### src/rtl/bus_cycle_responder_if.sv
// rtl/bus_cycle_responder_if.sv - 68000 slave-side bus signals between CPU pins and the responder
interface bus_cycle_responder_if;
    logic        as_n;
    logic        uds_n;
    logic        lds_n;
    logic        read;
    logic [23:0] addr;
    logic [2:0]  fc;
    logic        io_ready;
    logic        dtack_n;
    logic        berr_n;
    logic        rom_cs_n;
    logic        ram_cs_n;
    logic        io_cs_n;
    logic        oe_n;
    logic        we_hi_n;
    logic        we_lo_n;

    modport slave (
        input  as_n, uds_n, lds_n, read, addr, fc, io_ready,
        output dtack_n, berr_n, rom_cs_n, ram_cs_n, io_cs_n, oe_n, we_hi_n, we_lo_n
    );

    modport master (
        output as_n, uds_n, lds_n, read, addr, fc, io_ready,
        input  dtack_n, berr_n, rom_cs_n, ram_cs_n, io_cs_n, oe_n, we_hi_n, we_lo_n
    );
endinterface

### src/rtl/bus_cycle_responder.sv
// rtl/bus_cycle_responder.sv - 68000 slave glue: region decode, wait states, dtack/berr
// Optional bus-error and timeout logic is built when BERR_EN is defined.
module bus_cycle_responder #(
    parameter logic [3:0]  ROM_PAGE       = 4'h0,
    parameter logic [3:0]  RAM_PAGE       = 4'h1,
    parameter logic [3:0]  IO_PAGE        = 4'hF,
    parameter int unsigned ROM_WAIT       = 2,
    parameter int unsigned RAM_WAIT       = 0,
    parameter int unsigned IO_WAIT        = 1,
    parameter int unsigned TIMEOUT_CYCLES = 64
) (
    input  logic                  clk,
    input  logic                  reset,
    bus_cycle_responder_if.slave  bus
);
    typedef enum logic [2:0] {ST_IDLE, ST_DECODE, ST_WAIT, ST_ACK, ST_BERR} state_t;
    typedef enum logic [1:0] {RG_NONE, RG_ROM, RG_RAM, RG_IO} region_t;

    localparam logic [3:0] ROM_W = 4'(ROM_WAIT);
    localparam logic [3:0] RAM_W = 4'(RAM_WAIT);
    localparam logic [3:0] IO_W  = 4'(IO_WAIT);

    state_t     state_q, state_d;
    region_t    region_q, region_d, region_dec;
    logic [3:0] wait_q, wait_d, wait_dec;
    logic       armed_q, armed_d;
    logic       read_q, read_d;
    logic       active, ack_ready;
    logic       dtack_n_q, dtack_n_d;
    logic       rom_cs_n_q, rom_cs_n_d;
    logic       ram_cs_n_q, ram_cs_n_d;
    logic       io_cs_n_q, io_cs_n_d;
    logic       oe_n_q, oe_n_d;
    logic       we_hi_n_q, we_hi_n_d;
    logic       we_lo_n_q, we_lo_n_d;
`ifdef BERR_EN
    localparam logic [7:0] TIMEOUT_LAST = 8'(TIMEOUT_CYCLES - 1);
    logic [7:0] timer_q, timer_d;
    logic       berr_n_q, berr_n_d;
`else
    localparam int unsigned unused_timeout = TIMEOUT_CYCLES;
`endif
    logic unused_addr;
    assign unused_addr = ^bus.addr[19:0];

    // Page match order gives ROM priority over RAM, and RAM over IO.
    always_comb begin
        region_dec = RG_NONE;
        wait_dec   = 4'd0;
        if (bus.fc != 3'b111) begin
            if (bus.addr[23:20] == ROM_PAGE) begin
                region_dec = RG_ROM;
                wait_dec   = ROM_W;
            end else if (bus.addr[23:20] == RAM_PAGE) begin
                region_dec = RG_RAM;
                wait_dec   = RAM_W;
            end else if (bus.addr[23:20] == IO_PAGE) begin
                region_dec = RG_IO;
                wait_dec   = IO_W;
            end
        end
    end

    assign ack_ready = (wait_q == 4'd0) && ((region_q != RG_IO) || bus.io_ready);

    always_comb begin
        state_d    = state_q;
        region_d   = region_q;
        wait_d     = wait_q;
        read_d     = read_q;
        armed_d    = armed_q | bus.as_n;
        active     = 1'b0;
        dtack_n_d  = 1'b1;
        rom_cs_n_d = 1'b1;
        ram_cs_n_d = 1'b1;
        io_cs_n_d  = 1'b1;
        oe_n_d     = 1'b1;
        we_hi_n_d  = 1'b1;
        we_lo_n_d  = 1'b1;
`ifdef BERR_EN
        timer_d    = timer_q;
        berr_n_d   = 1'b1;
`endif
        case (state_q)
            ST_IDLE: begin
                if (armed_q && !bus.as_n) begin
                    region_d = region_dec;
                    read_d   = bus.read;
                    wait_d   = wait_dec;
                    state_d  = ST_DECODE;
`ifdef BERR_EN
                    timer_d  = 8'd0;
`endif
                end
            end
            ST_DECODE, ST_WAIT: begin
                if (bus.as_n) begin
                    state_d = ST_IDLE;
`ifdef BERR_EN
                end else if (region_q == RG_NONE) begin
                    state_d  = ST_BERR;
                    berr_n_d = 1'b0;
`endif
                end else if (ack_ready) begin
                    state_d   = ST_ACK;
                    dtack_n_d = 1'b0;
                    active    = 1'b1;
`ifdef BERR_EN
                end else if (timer_q == TIMEOUT_LAST) begin
                    state_d  = ST_BERR;
                    berr_n_d = 1'b0;
`endif
                end else begin
                    state_d = ST_WAIT;
                    active  = 1'b1;
                    if (wait_q != 4'd0) wait_d = wait_q - 4'd1;
`ifdef BERR_EN
                    timer_d = timer_q + 8'd1;
`endif
                end
            end
            ST_ACK: begin
                if (bus.as_n) begin
                    state_d = ST_IDLE;
                end else begin
                    dtack_n_d = 1'b0;
                    active    = 1'b1;
                end
            end
`ifdef BERR_EN
            ST_BERR: begin
                if (bus.as_n) state_d  = ST_IDLE;
                else          berr_n_d = 1'b0;
            end
`endif
            default: state_d = ST_IDLE;
        endcase

        // Write enables track the live byte strobes; region and direction stay latched.
        if (active) begin
            rom_cs_n_d = (region_q != RG_ROM);
            ram_cs_n_d = (region_q != RG_RAM);
            io_cs_n_d  = (region_q != RG_IO);
            oe_n_d     = ~read_q;
            we_hi_n_d  = ~(~read_q & ~bus.uds_n);
            we_lo_n_d  = ~(~read_q & ~bus.lds_n);
        end
    end

    always_ff @(posedge clk) begin
        if (reset) begin
            state_q    <= ST_IDLE;
            region_q   <= RG_NONE;
            wait_q     <= 4'd0;
            read_q     <= 1'b1;
            armed_q    <= 1'b0;
            dtack_n_q  <= 1'b1;
            rom_cs_n_q <= 1'b1;
            ram_cs_n_q <= 1'b1;
            io_cs_n_q  <= 1'b1;
            oe_n_q     <= 1'b1;
            we_hi_n_q  <= 1'b1;
            we_lo_n_q  <= 1'b1;
`ifdef BERR_EN
            timer_q    <= 8'd0;
            berr_n_q   <= 1'b1;
`endif
        end else begin
            state_q    <= state_d;
            region_q   <= region_d;
            wait_q     <= wait_d;
            read_q     <= read_d;
            armed_q    <= armed_d;
            dtack_n_q  <= dtack_n_d;
            rom_cs_n_q <= rom_cs_n_d;
            ram_cs_n_q <= ram_cs_n_d;
            io_cs_n_q  <= io_cs_n_d;
            oe_n_q     <= oe_n_d;
            we_hi_n_q  <= we_hi_n_d;
            we_lo_n_q  <= we_lo_n_d;
`ifdef BERR_EN
            timer_q    <= timer_d;
            berr_n_q   <= berr_n_d;
`endif
        end
    end

    assign bus.dtack_n  = dtack_n_q;
    assign bus.rom_cs_n = rom_cs_n_q;
    assign bus.ram_cs_n = ram_cs_n_q;
    assign bus.io_cs_n  = io_cs_n_q;
    assign bus.oe_n     = oe_n_q;
    assign bus.we_hi_n  = we_hi_n_q;
    assign bus.we_lo_n  = we_lo_n_q;
`ifdef BERR_EN
    assign bus.berr_n   = berr_n_q;
`else
    assign bus.berr_n   = 1'b1;
`endif
endmodule

### src/flat_wrapper.sv
// flat-port wrapper written by rule: the top's interface ports become plain ports
module bus_cycle_responder_flat 
#(
    parameter logic [3:0]  ROM_PAGE       = 4'h0,
    parameter logic [3:0]  RAM_PAGE       = 4'h1,
    parameter logic [3:0]  IO_PAGE        = 4'hF,
    parameter int unsigned ROM_WAIT       = 2,
    parameter int unsigned RAM_WAIT       = 0,
    parameter int unsigned IO_WAIT        = 1,
    parameter int unsigned TIMEOUT_CYCLES = 64
)
  (clk, reset, bus_as_n, bus_uds_n, bus_lds_n, bus_read, bus_addr, bus_fc, bus_io_ready, bus_dtack_n, bus_berr_n, bus_rom_cs_n, bus_ram_cs_n, bus_io_cs_n, bus_oe_n, bus_we_hi_n, bus_we_lo_n);
  bus_cycle_responder_if bus_i ();
  input  logic clk;
  input  logic reset;
  input wire logic [$bits(bus_i.as_n)-1:0] bus_as_n;
  input wire logic [$bits(bus_i.uds_n)-1:0] bus_uds_n;
  input wire logic [$bits(bus_i.lds_n)-1:0] bus_lds_n;
  input wire logic [$bits(bus_i.read)-1:0] bus_read;
  input wire logic [$bits(bus_i.addr)-1:0] bus_addr;
  input wire logic [$bits(bus_i.fc)-1:0] bus_fc;
  input wire logic [$bits(bus_i.io_ready)-1:0] bus_io_ready;
  output wire logic [$bits(bus_i.dtack_n)-1:0] bus_dtack_n;
  output wire logic [$bits(bus_i.berr_n)-1:0] bus_berr_n;
  output wire logic [$bits(bus_i.rom_cs_n)-1:0] bus_rom_cs_n;
  output wire logic [$bits(bus_i.ram_cs_n)-1:0] bus_ram_cs_n;
  output wire logic [$bits(bus_i.io_cs_n)-1:0] bus_io_cs_n;
  output wire logic [$bits(bus_i.oe_n)-1:0] bus_oe_n;
  output wire logic [$bits(bus_i.we_hi_n)-1:0] bus_we_hi_n;
  output wire logic [$bits(bus_i.we_lo_n)-1:0] bus_we_lo_n;
  assign bus_i.as_n = bus_as_n;
  assign bus_i.uds_n = bus_uds_n;
  assign bus_i.lds_n = bus_lds_n;
  assign bus_i.read = bus_read;
  assign bus_i.addr = bus_addr;
  assign bus_i.fc = bus_fc;
  assign bus_i.io_ready = bus_io_ready;
  assign bus_dtack_n = bus_i.dtack_n;
  assign bus_berr_n = bus_i.berr_n;
  assign bus_rom_cs_n = bus_i.rom_cs_n;
  assign bus_ram_cs_n = bus_i.ram_cs_n;
  assign bus_io_cs_n = bus_i.io_cs_n;
  assign bus_oe_n = bus_i.oe_n;
  assign bus_we_hi_n = bus_i.we_hi_n;
  assign bus_we_lo_n = bus_i.we_lo_n;
  bus_cycle_responder #(.ROM_PAGE(ROM_PAGE), .RAM_PAGE(RAM_PAGE), .IO_PAGE(IO_PAGE), .ROM_WAIT(ROM_WAIT), .RAM_WAIT(RAM_WAIT), .IO_WAIT(IO_WAIT), .TIMEOUT_CYCLES(TIMEOUT_CYCLES)) u_core (.clk(clk), .reset(reset), .bus(bus_i));
endmodule
### config.mk
export PLATFORM = sky130hd
export DESIGN_NAME = bus_cycle_responder_flat
export DESIGN_NICKNAME = d
export VERILOG_FILES = /design/src/rtl/bus_cycle_responder_if.sv /design/src/rtl/bus_cycle_responder.sv /design/src/flat_wrapper.sv
export SDC_FILE = /design/constraint.sdc
export NUM_CORES = 1
export LEC_CHECK = 0
export BUFFER_PORTS_ARGS = -buffer_cell sky130_fd_sc_hd__buf_4
export CORE_MARGIN = 2
export CORE_UTILIZATION = 40
export DETAILED_ROUTE_END_ITERATION = 7
export GPL_ROUTABILITY_DRIVEN = 0
export PLACE_DENSITY = 0.81
export RECOVER_POWER = 100
export SLEW_MARGIN = 20
export SYNTH_ARGS = -nofsm -noshare
export SYNTH_HDL_FRONTEND = slang
export SYNTH_SLANG_ARGS = --single-unit
export TNS_END_PERCENT = 1
### constraint.sdc
create_clock -name clk -period 3.48 [get_ports clk]
set_input_delay 0.522 -clock clk [delete_from_list [all_inputs] [get_ports clk]]
set_output_delay 0.522 -clock clk [all_outputs]
set_load 0.02 [all_outputs]
### Yosys cells after proc, flatten, opt, wreduce, memory -nomap -nowiden

Cells that the tools add are included.

* memories kept: 0
* input bits: 34
* word-level logic and storage cells: 75
* output and inout bits: 8
* bits in latches: 0
* memory bits (writable): 0
* bits in registers: 18
* bits in read-only memories: 0

* $add $sub $neg: 1
* shift-type cells: 0
* multipliers: 0
* bitwise logic cells: 9
* mux-type cells: 24
* reductions and logical operators: 15
* magnitude comparators: 0
* eq/ne operators: 14
* div/mod/pow operators: 0

Operator list (number)
* 4-bit 2-to-1 mux: 7
* 2-bit inequality test, second input constant: 5
* 3-bit 2-to-1 mux: 3
* 3-bit case mux with 3 select lines: 1
* 4-bit zero test: 2
* 2-bit 2-to-1 mux: 4
* 4-bit case mux with 2 select lines: 1
* 1-bit 2-to-1 mux: 7
* 3-bit by 2-bit equality test with 1-bit output, second input constant: 2
* 2-bit by 1-bit inequality test with 1-bit output, second input constant: 3
* 1-bit inverter: 6
* 5-bit AND reduction: 1
* 4-bit by 1-bit equality test with 1-bit output, second input constant: 1
* 4-bit equality test, second input constant: 1
* 2-bit AND reduction: 2
* 4-bit nonzero test: 1
* 2-bit OR reduction: 2
* 4-bit by 1-bit subtractor with 4-bit output, second input constant: 1
* 3-bit by 1-bit equality test with 1-bit output, second input constant: 1
* 3-bit zero test: 1
* 3-bit inequality test, second input constant: 1
* 3-bit OR reduction: 1
* 1-bit bitwise AND: 2
* 1-bit logical AND: 2
* other kinds (5): 5

### Depth between registers and ports, before layout

Gate-level depths: netlist (run 1).

* depth in word-level cells: 7
* gate-level depth with buffers: 7

### Worst setup path after synthesis (run 1)

OpenSTA, ideal clock, no wires.

* path type: input -> register
* from: in bus_addr[20]
* to: reg u_core.wait_q[1]
* stages on the path: 4
* arrival time: 1.578 ns
* slack: 1.829 ns
* cell sequence: or4_4 -> or3_1 -> o211a_1 -> nor3_2

* longest elaborated chain between the ends: 5

RTL lines
* from (decl): RTL line flat_wrapper.sv:20 `input wire logic [$bits(bus_i.addr)-1:0] bus_addr;`
* 4-bit zero test: RTL line bus_cycle_responder.sv:51 `if (bus.addr[23:20] == ROM_PAGE) begin`
* 4-bit 2-to-1 mux: RTL line bus_cycle_responder.sv:51
* 4-bit 2-to-1 mux: RTL line bus_cycle_responder.sv:50 `if (bus.fc != 3'b111) begin`
* 4-bit 2-to-1 mux: RTL line bus_cycle_responder.sv:86 `if (armed_q && !bus.as_n) begin`
* 4-bit case mux with 2 select lines: RTL line bus_cycle_responder.sv:84 `case (state_q)`
* to (signal assigned): RTL line bus_cycle_responder.sv:171 `wait_q <= wait_d;`
* to (decl): RTL line bus_cycle_responder.sv:25 `logic [3:0] wait_q, wait_d, wait_dec;`

Every way passes these cells. The select of a mux whose other input is x is not followed.
A chain may end at the register's enable or synchronous reset.

### Final worst setup path (run 1)

* from: reg u_core.state_q[1]
* to: reg u_core.wait_q[1]

* longest elaborated chain between the ends: 4

RTL lines
* from (decl): RTL line bus_cycle_responder.sv:23 `state_t state_q, state_d;`
* from (signal assigned): RTL line bus_cycle_responder.sv:169 `state_q <= state_d;`
* 3-bit by 1-bit equality test with 1-bit output / 3-bit by 2-bit equality test with 1-bit output (equally long branches): RTL line bus_cycle_responder.sv:84
* 2-bit OR reduction: RTL line bus_cycle_responder.sv:84
* 2-bit inequality test (no source line) (tied with other cells)
* 5-bit AND reduction (no source line)

Several ways; a longest one is shown, not always the timed one.

==> impl_metrics.py, run 1 <==
metrics = {
    "clocking": {
        "cts-root-buf": "clkbuf_4",
        "cts_buffers": 3,
        "htree_levels": 1,
        "postCtsSetupBuffers": 0,
        "clkSlewWorstSetupHoldPaths_ns": 0.10,
        "ctsResizeCount": 0,
        "clock_insertion_delay_worst_skew_ns": 0.29,
        "cts_tree": "built",
        "cts_hold_buf": 0,
        "clock_path_buffers": 2,
        "cts.sinks": 17,
    },
    "sta": {
        "hold_viol": 0,
        "slew_headroom_pct": 66.56,
        "setup_violations": 0,
        "post-route-period-util_pct": 52.93,
        "rsz0062_at_grt": "false",
        "max_freq_ghz": 0.5429,
        "worst_clock_skew_ns": 0.003664,
        "tightest_slew_ns": 0.4948,
        "slew_viol_final": 0,
        "min_period_ns": 1.842,
        "fin_ws_ns": 1.638,
        "setup_tns_ns": 0,
    },
    "logic_synthesis": {
        "synthCells": 95,
        "yosysTopAreaCellShare_pct": 40.78,
        "synth_warnings": 0,
        "ys_ff_latch": 17,
        "synth_cell_types": 34,
        "synth-main-ff-cell": "dfxtp_1",
        "synth_area_leaders": "dfxtp_1 41%, ha_1 6.0%, nor2_1 4.5%, or3_1 4.5%, inv_1 3.1%",
        "synth_enable_flop_cells": 0,
        "synth_area_sq_um": 834.6,
        "avgSynthCellArea_sq_um": 8.785,
        "syn_nets": 133,
        "yosys.cell_count.top_type": "dfxtp_1",
        "yosys.area.top_type": "dfxtp_1",
        "async_reset_ff_share_pct": 0,
        "seq_area_frac_synth_pct": 40.78,
        "ys_top_cells_by_count": "17 x dfxtp_1, 10 x nor2_1, 7 x inv_1, 6 x nand2_1, 6 x or3_1",
    },
    "drt": {
        "routed_wl_microns": 1560,
        "drt-initial-drc-count": 11,
        "vias": 723,
        "dr.pass1.iters": 4,
        "wl_per_cell_microns": 10.99,
        "viasPerCell": 5.092,
        "drc_errors": 0,
        "antenna_left": 0,
    },
    "grt": {
        "antenna_found_initial": 0,
        "grt_pass1_vias": 653,
        "grt_max_degree": 13,
        "grt_use_total_pct": 13.23,
        "overflow": 0,
        "grt_pass1_wl_microns": 2539,
    },
    "floorplan": {
        "ioPinCount": 42,
        "die_h_microns": 49.68,
        "die_w_microns": 49.68,
        "start_util_pct": 42.54,
        "core_area_sq_um": 1962,
        "dieArea_sq_um": 2468,
        "rows": 16,
    },
    "power": {
        "p_total_mw": 0.3870,
        "power.density_nw_per_um2": 391.1,
        "vdd_ir_drop_max_v": 0.0001778,
        "p_leak_nw": 0.3844,
    },
    "hold_path": {
        "min_path_type": "primary input to register",
        "hold_start": "bus_lds_n",
    },
    "setup_path": {
        "critPathRequiredTime_ns": 3.70,
        "slowest_delay_ns": 0.44,
        "critPathLaunch": "u_core.state_q[1]",
        "worstSetupPathType": "register to register",
        "path_cells": "inv_1 > ha_1 > nor4bb_1 > nor3_1 > o211a_1 > nor3_1",
        "r2r_start": "u_core.state_q[1]",
        "cp_common_cell": "nor3_1",
        "critPathCaptureType": "register",
        "cp_slowest_cell": "nor4bb_1",
        "cp.arrival_ns": 2.06,
        "worst_setup_path_start_kind": "register",
        "critPathMaxFanout": 7,
    },
    "finish": {
        "num_antenna_cells": 0,
        "drive_gt1_share_pct": 16.52,
        "areaGrowthSynthToFinish_pct": 18.59,
        "nets": 154,
    },
    "place": {
        "dp_slack_ns": 1.662,
        "io_buffer_count": 20,
        "hpwl_microns": 1255,
    },
    "job": {
        "max_cap_violations": 0,
    },
    "outcome": {
        "status": "finished clean",
    },
}
-- placed cells by master (no fill, tap or decap), types with 2 or more instances in the layout --
master,count
buf_4,13
mux2i_1,2
clkbuf_4,3
ha_1,4
nor3_1,4
dfxtp_1,17
a211oi_1,3
o21ai_0,2
inv_1,7
nand2_1,6
xnor2_1,2
nor2_1,10
or3_1,6
clkbuf_1,7
nand2b_1,2
a21oi_1,5
nand3_1,3
nand3b_1,3
-- state kept, by name, summed over array words and instances (netlist names) --
name and flops:
u_core.armed_q 1, u_core.bus.dtack_n 1, u_core.bus.io_cs_n 1, u_core.bus.oe_n 1, u_core.bus.ram_cs_n 1, u_core.bus.rom_cs_n 1
u_core.bus.we_hi_n 1, u_core.bus.we_lo_n 1, u_core.read_q 1, u_core.region_q 2, u_core.state_q 2, u_core.wait_q 4
-- cells by family after synthesis --
group                    Yosys count  share of synthesized area (%)
AO/OA/AOI/OAI                     17                          14.24
XOR/XNOR                           2                          2.099
adder cells (fa/ha/maj)            4                          5.997
buffers and inverters             11                          5.548
flip-flops                        17                          40.78
multiplexers                       2                          2.399
other                              1                         0.4493
AND/OR/NAND/NOR                   41                          28.49
-- worst max-delay path, delay by kind of cell, from the launching register on --
family / cells / cell delay (ns)
flops: 1 / 0.39
buf+inv: 1 / 0.08
compound gates: 1 / 0.16
fa+ha+maj: 1 / 0.38
simple gates: 3 / 0.76
-- per-stage QoR --
stage	area, sq um	utilization, %	hold WS, ns	std cells
after detailed placement	998.5	50.89	0.4017	138
after CTS	1026	52.30	0.4198	142
final	989.7	50.45	0.4126	142
after global routing	989.7	50.45	0.4162	142
after global placement	998.5	50.89	0.3949	138
after floorplan	834.6	-	0.3759	95
-- per-layer routing --
metal  global-route usage, %  vias up  part of all wire (%)
met4                   9.722        0                   2.4
li1                        -      370                     -
met5                       0        -                     0
met1                   15.36      325                    44
met2                   22.44       24                    48
met3                   1.212        4                   5.6
-- power breakdown --
group / switching (mW) / internal, mW / leakage [nW]
registers: 0.00739 / 0.203 / 0.138
logic: 0.0373 / 0.0355 / 0.228
clock network: 0.0612 / 0.0427 / 0.0177
total: 0.106 / 0.281 / 0.384
-- layout make-up --
class / count / area, sq um
fillers: 202 / 972.2
clock inverters: 1 / 5.005
repair buffers: 20 / 123.9
flip-flops and latches: 17 / 340.3
clock buffers: 3 / 22.52
inverters: 7 / 26.28
multi-input cells: 67 / 437.9
well taps: 27 / 33.78
-- path summary, 6_finish.rpt --
check             cells after the start            endpoint  slack [ns]
setup / recovery                      6    u_core.wait_q[1]        1.64
hold / removal                        2  u_core.bus.we_lo_n        0.41
setup reg to reg                      6    u_core.wait_q[1]        1.64
hold reg to reg                       1     u_core.bus.oe_n        0.42
Power figures use the tool's default switching activity.
==> run 2: changes to the inputs <==
--- a/config.mk
+++ b/config.mk
@@ -7,10 +7,10 @@
 export LEC_CHECK = 0
 export BUFFER_PORTS_ARGS = -buffer_cell sky130_fd_sc_hd__buf_4
 export CORE_MARGIN = 2
-export CORE_UTILIZATION = 40
+export CORE_UTILIZATION = 39
 export DETAILED_ROUTE_END_ITERATION = 7
 export GPL_ROUTABILITY_DRIVEN = 0
-export PLACE_DENSITY = 0.81
+export PLACE_DENSITY = 0.82
 export RECOVER_POWER = 100
 export SLEW_MARGIN = 20
 export SYNTH_ARGS = -nofsm -noshare
==> constraint.sdc (replaced) <==
create_clock -name clk -period 1.65 [get_ports clk]
set_input_delay 0.2475 -clock clk [delete_from_list [all_inputs] [get_ports clk]]
set_output_delay 0.2475 -clock clk [all_outputs]
set_load 0.02 [all_outputs]
==> run 2 against run 1 <==
Maximum frequency up 19%. Largest cell class unchanged. Routed wire length grew 13%. Sequential share of layout area down 2.7 points. Count of clock-buffer cells in the layout is the same. Highest routed layer is now met3. Via count is 3.5% higher. Critical path type unchanged. Final cell count up 3.5%.
==> impl_metrics.py, run 2 (synthesis gave the netlist of run 1 again) <==
metrics = {
    "outcome": {
        "status": "finished clean",
    },
    "floorplan": {
        "die_h_microns": 50.26,
        "die_w_microns": 50.26,
        "start_util_pct": 42.11,
        "dieArea_sq_um": 2526,
        "rows": 16,
        "core_area_sq_um": 1982,
        "ioPinCount": 42,
    },
    "sta": {
        "min_period_ns": 1.552,
        "max_freq_ghz": 0.6442,
        "worst_clock_skew_ns": 0.007914,
        "whs_ns": 0.1263,
        "hold_viol": 0,
        "slew_viol_final": 0,
        "setup_violations": 0,
        "rsz0062_at_grt": "false",
        "post-route-period-util_pct": 94.08,
    },
    "finish": {
        "drive_gt1_share_pct": 24.17,
        "largestRegisters": "u_core.wait_q: 4 flops, u_core.region_q: 2 flops, u_core.state_q: 2 flops",
        "nets": 159,
        "largest_register_ff_count": 4,
        "areaGrowthSynthToFinish_pct": 28.79,
        "num_antenna_cells": 0,
        "fill_cells": 185,
        "instances_no_fill": 147,
        "layout_commonest_cell": "buf_4",
        "mostFrequentLayoutCells": "18 x buf_4, 17 x dfxtp_1, 10 x nor2_1, 7 x inv_1, 7 x clkbuf_1",
        "max_flop_register": "u_core.wait_q",
        "final_util_pct": 54.23,
    },
    "setup_path": {
        "r2r_setup_slack_ns": 0.1,
        "cp.arrival_ns": 1.74,
        "critPathCaptureType": "register",
        "critPathRequiredTime_ns": 1.84,
        "worst_setup_path_start_kind": "register",
        "critPathMaxFanout": 4,
        "r2r_end": "u_core.wait_q[1]",
        "r2r_cells": 7,
        "worstSetupPathType": "register to register",
        "r2r_start": "u_core.state_q[1]",
    },
    "drt": {
        "routed_wl_microns": 1769,
        "drc_errors": 0,
        "vias": 748,
        "wl_per_cell_microns": 12.03,
        "antenna_left": 0,
        "dr.pass1.iters": 4,
        "viasPerCell": 5.088,
        "drt-initial-drc-count": 8,
    },
    "clocking": {
        "clock_insertion_delay_worst_skew_ns": 0.30,
        "cts_tree": "built",
        "cts-root-buf": "clkbuf_4",
        "clkSlewWorstSetupHoldPaths_ns": 0.11,
        "cts_hold_buf": 0,
        "postCtsSetupBuffers": 0,
        "cts.sinks": 17,
        "clock_path_buffers": 2,
        "cts_buffers": 3,
        "htree_levels": 1,
    },
    "grt": {
        "grt_max_degree": 13,
        "grt_pass1_vias": 729,
        "antenna_found_initial": 0,
        "overflow": 0,
        "grt_use_total_pct": 15.45,
        "grt_pass1_wl_microns": 2980,
    },
    "place": {
        "io_buffer_count": 20,
        "hpwl_microns": 1339,
        "dp.cells": 143,
    },
    "hold_path": {
        "hold_start": "bus_uds_n",
        "whs_path_depth": 2,
        "hold_end": "u_core.bus.we_hi_n",
        "min_path_type": "primary input to register",
    },
    "power": {
        "p_total_mw": 0.8710,
        "vdd_ir_drop_max_v": 0.0005445,
        "p_leak_nw": 0.4142,
        "power.density_nw_per_um2": 810.4,
    },
    "job": {
        "max_cap_violations": 0,
    },
}
[run 2: critical path, cell delays in order (launching register included)]
cell      delay [ns]
dfxtp_1         0.35
inv_1           0.08
ha_4            0.30
nor4bb_4        0.32
nor3_4          0.08
buf_4           0.15
nor2_1          0.11
nor3_2          0.05
[run 2: metrics by stage]
| step | TNS (ns) | worst slack [ns] | instance area (sq um) |
|---|---|---|---|
| floorplan | 0 | 0.02890 | 834.6 |
| global placement | -0.02029 | -0.02029 | 1036 |
| detailed placement | -0.1683 | -0.1007 | 1036 |
| CTS | 0 | 0.002248 | 1079 |
| global route | 0 | 0.01801 | 1075 |
| finish | 0 | 0.09763 | 1075 |
[run 2: routing by layer]
layer	wire length [microns]	GRT usage, %	vias to the layer above
li1	-	-	382
met1	756	16.42	342
met2	909	27.85	24
met3	103	5.357	0
met4	0	5.556	0
met5	0	0	-
[run 2: worst max path at each step]
stage | end | slack (ns) | from | cells after the start
floorplan | u_core.wait_q[0] | 0.03 | u_core.state_q[1] | 6
global placement | u_core.wait_q[1] | -0.02 | u_core.state_q[0] | 7
detailed placement | u_core.wait_q[1] | -0.10 | u_core.state_q[0] | 7
CTS | u_core.wait_q[0] | 0.002 | u_core.state_q[1] | 7
global route | u_core.wait_q[1] | 0.02 | u_core.state_q[1] | 7
finish | u_core.wait_q[1] | 0.1 | u_core.state_q[1] | 7
[run 2: layout make-up]
cell class / instances / area (sq um) / share of cell area [%]
multi-input cells: 67 / 485.5 / 45.17
flip-flops and latches: 17 / 340.3 / 31.66
repair buffers: 25 / 161.4 / 15.02
well taps: 27 / 33.78 / 3.143
inverters: 7 / 26.28 / 2.445
clock buffers: 3 / 22.52 / 2.095
clock inverters: 1 / 5.005 / 0.4657
[run 2: report_power, final]
group	switching (mW)	total [mW]	leakage, nW	internal (mW)
Clock	0.138	0.228	0.0177	0.0902
Sequential	0.0168	0.445	0.138	0.428
Combinational	0.0946	0.198	0.258	0.103
[run 2: timing repair]
item	in CTS	in global routing
gates resized for setup	2	3
pin swaps	0	1
setup endpoints to repair	4	4
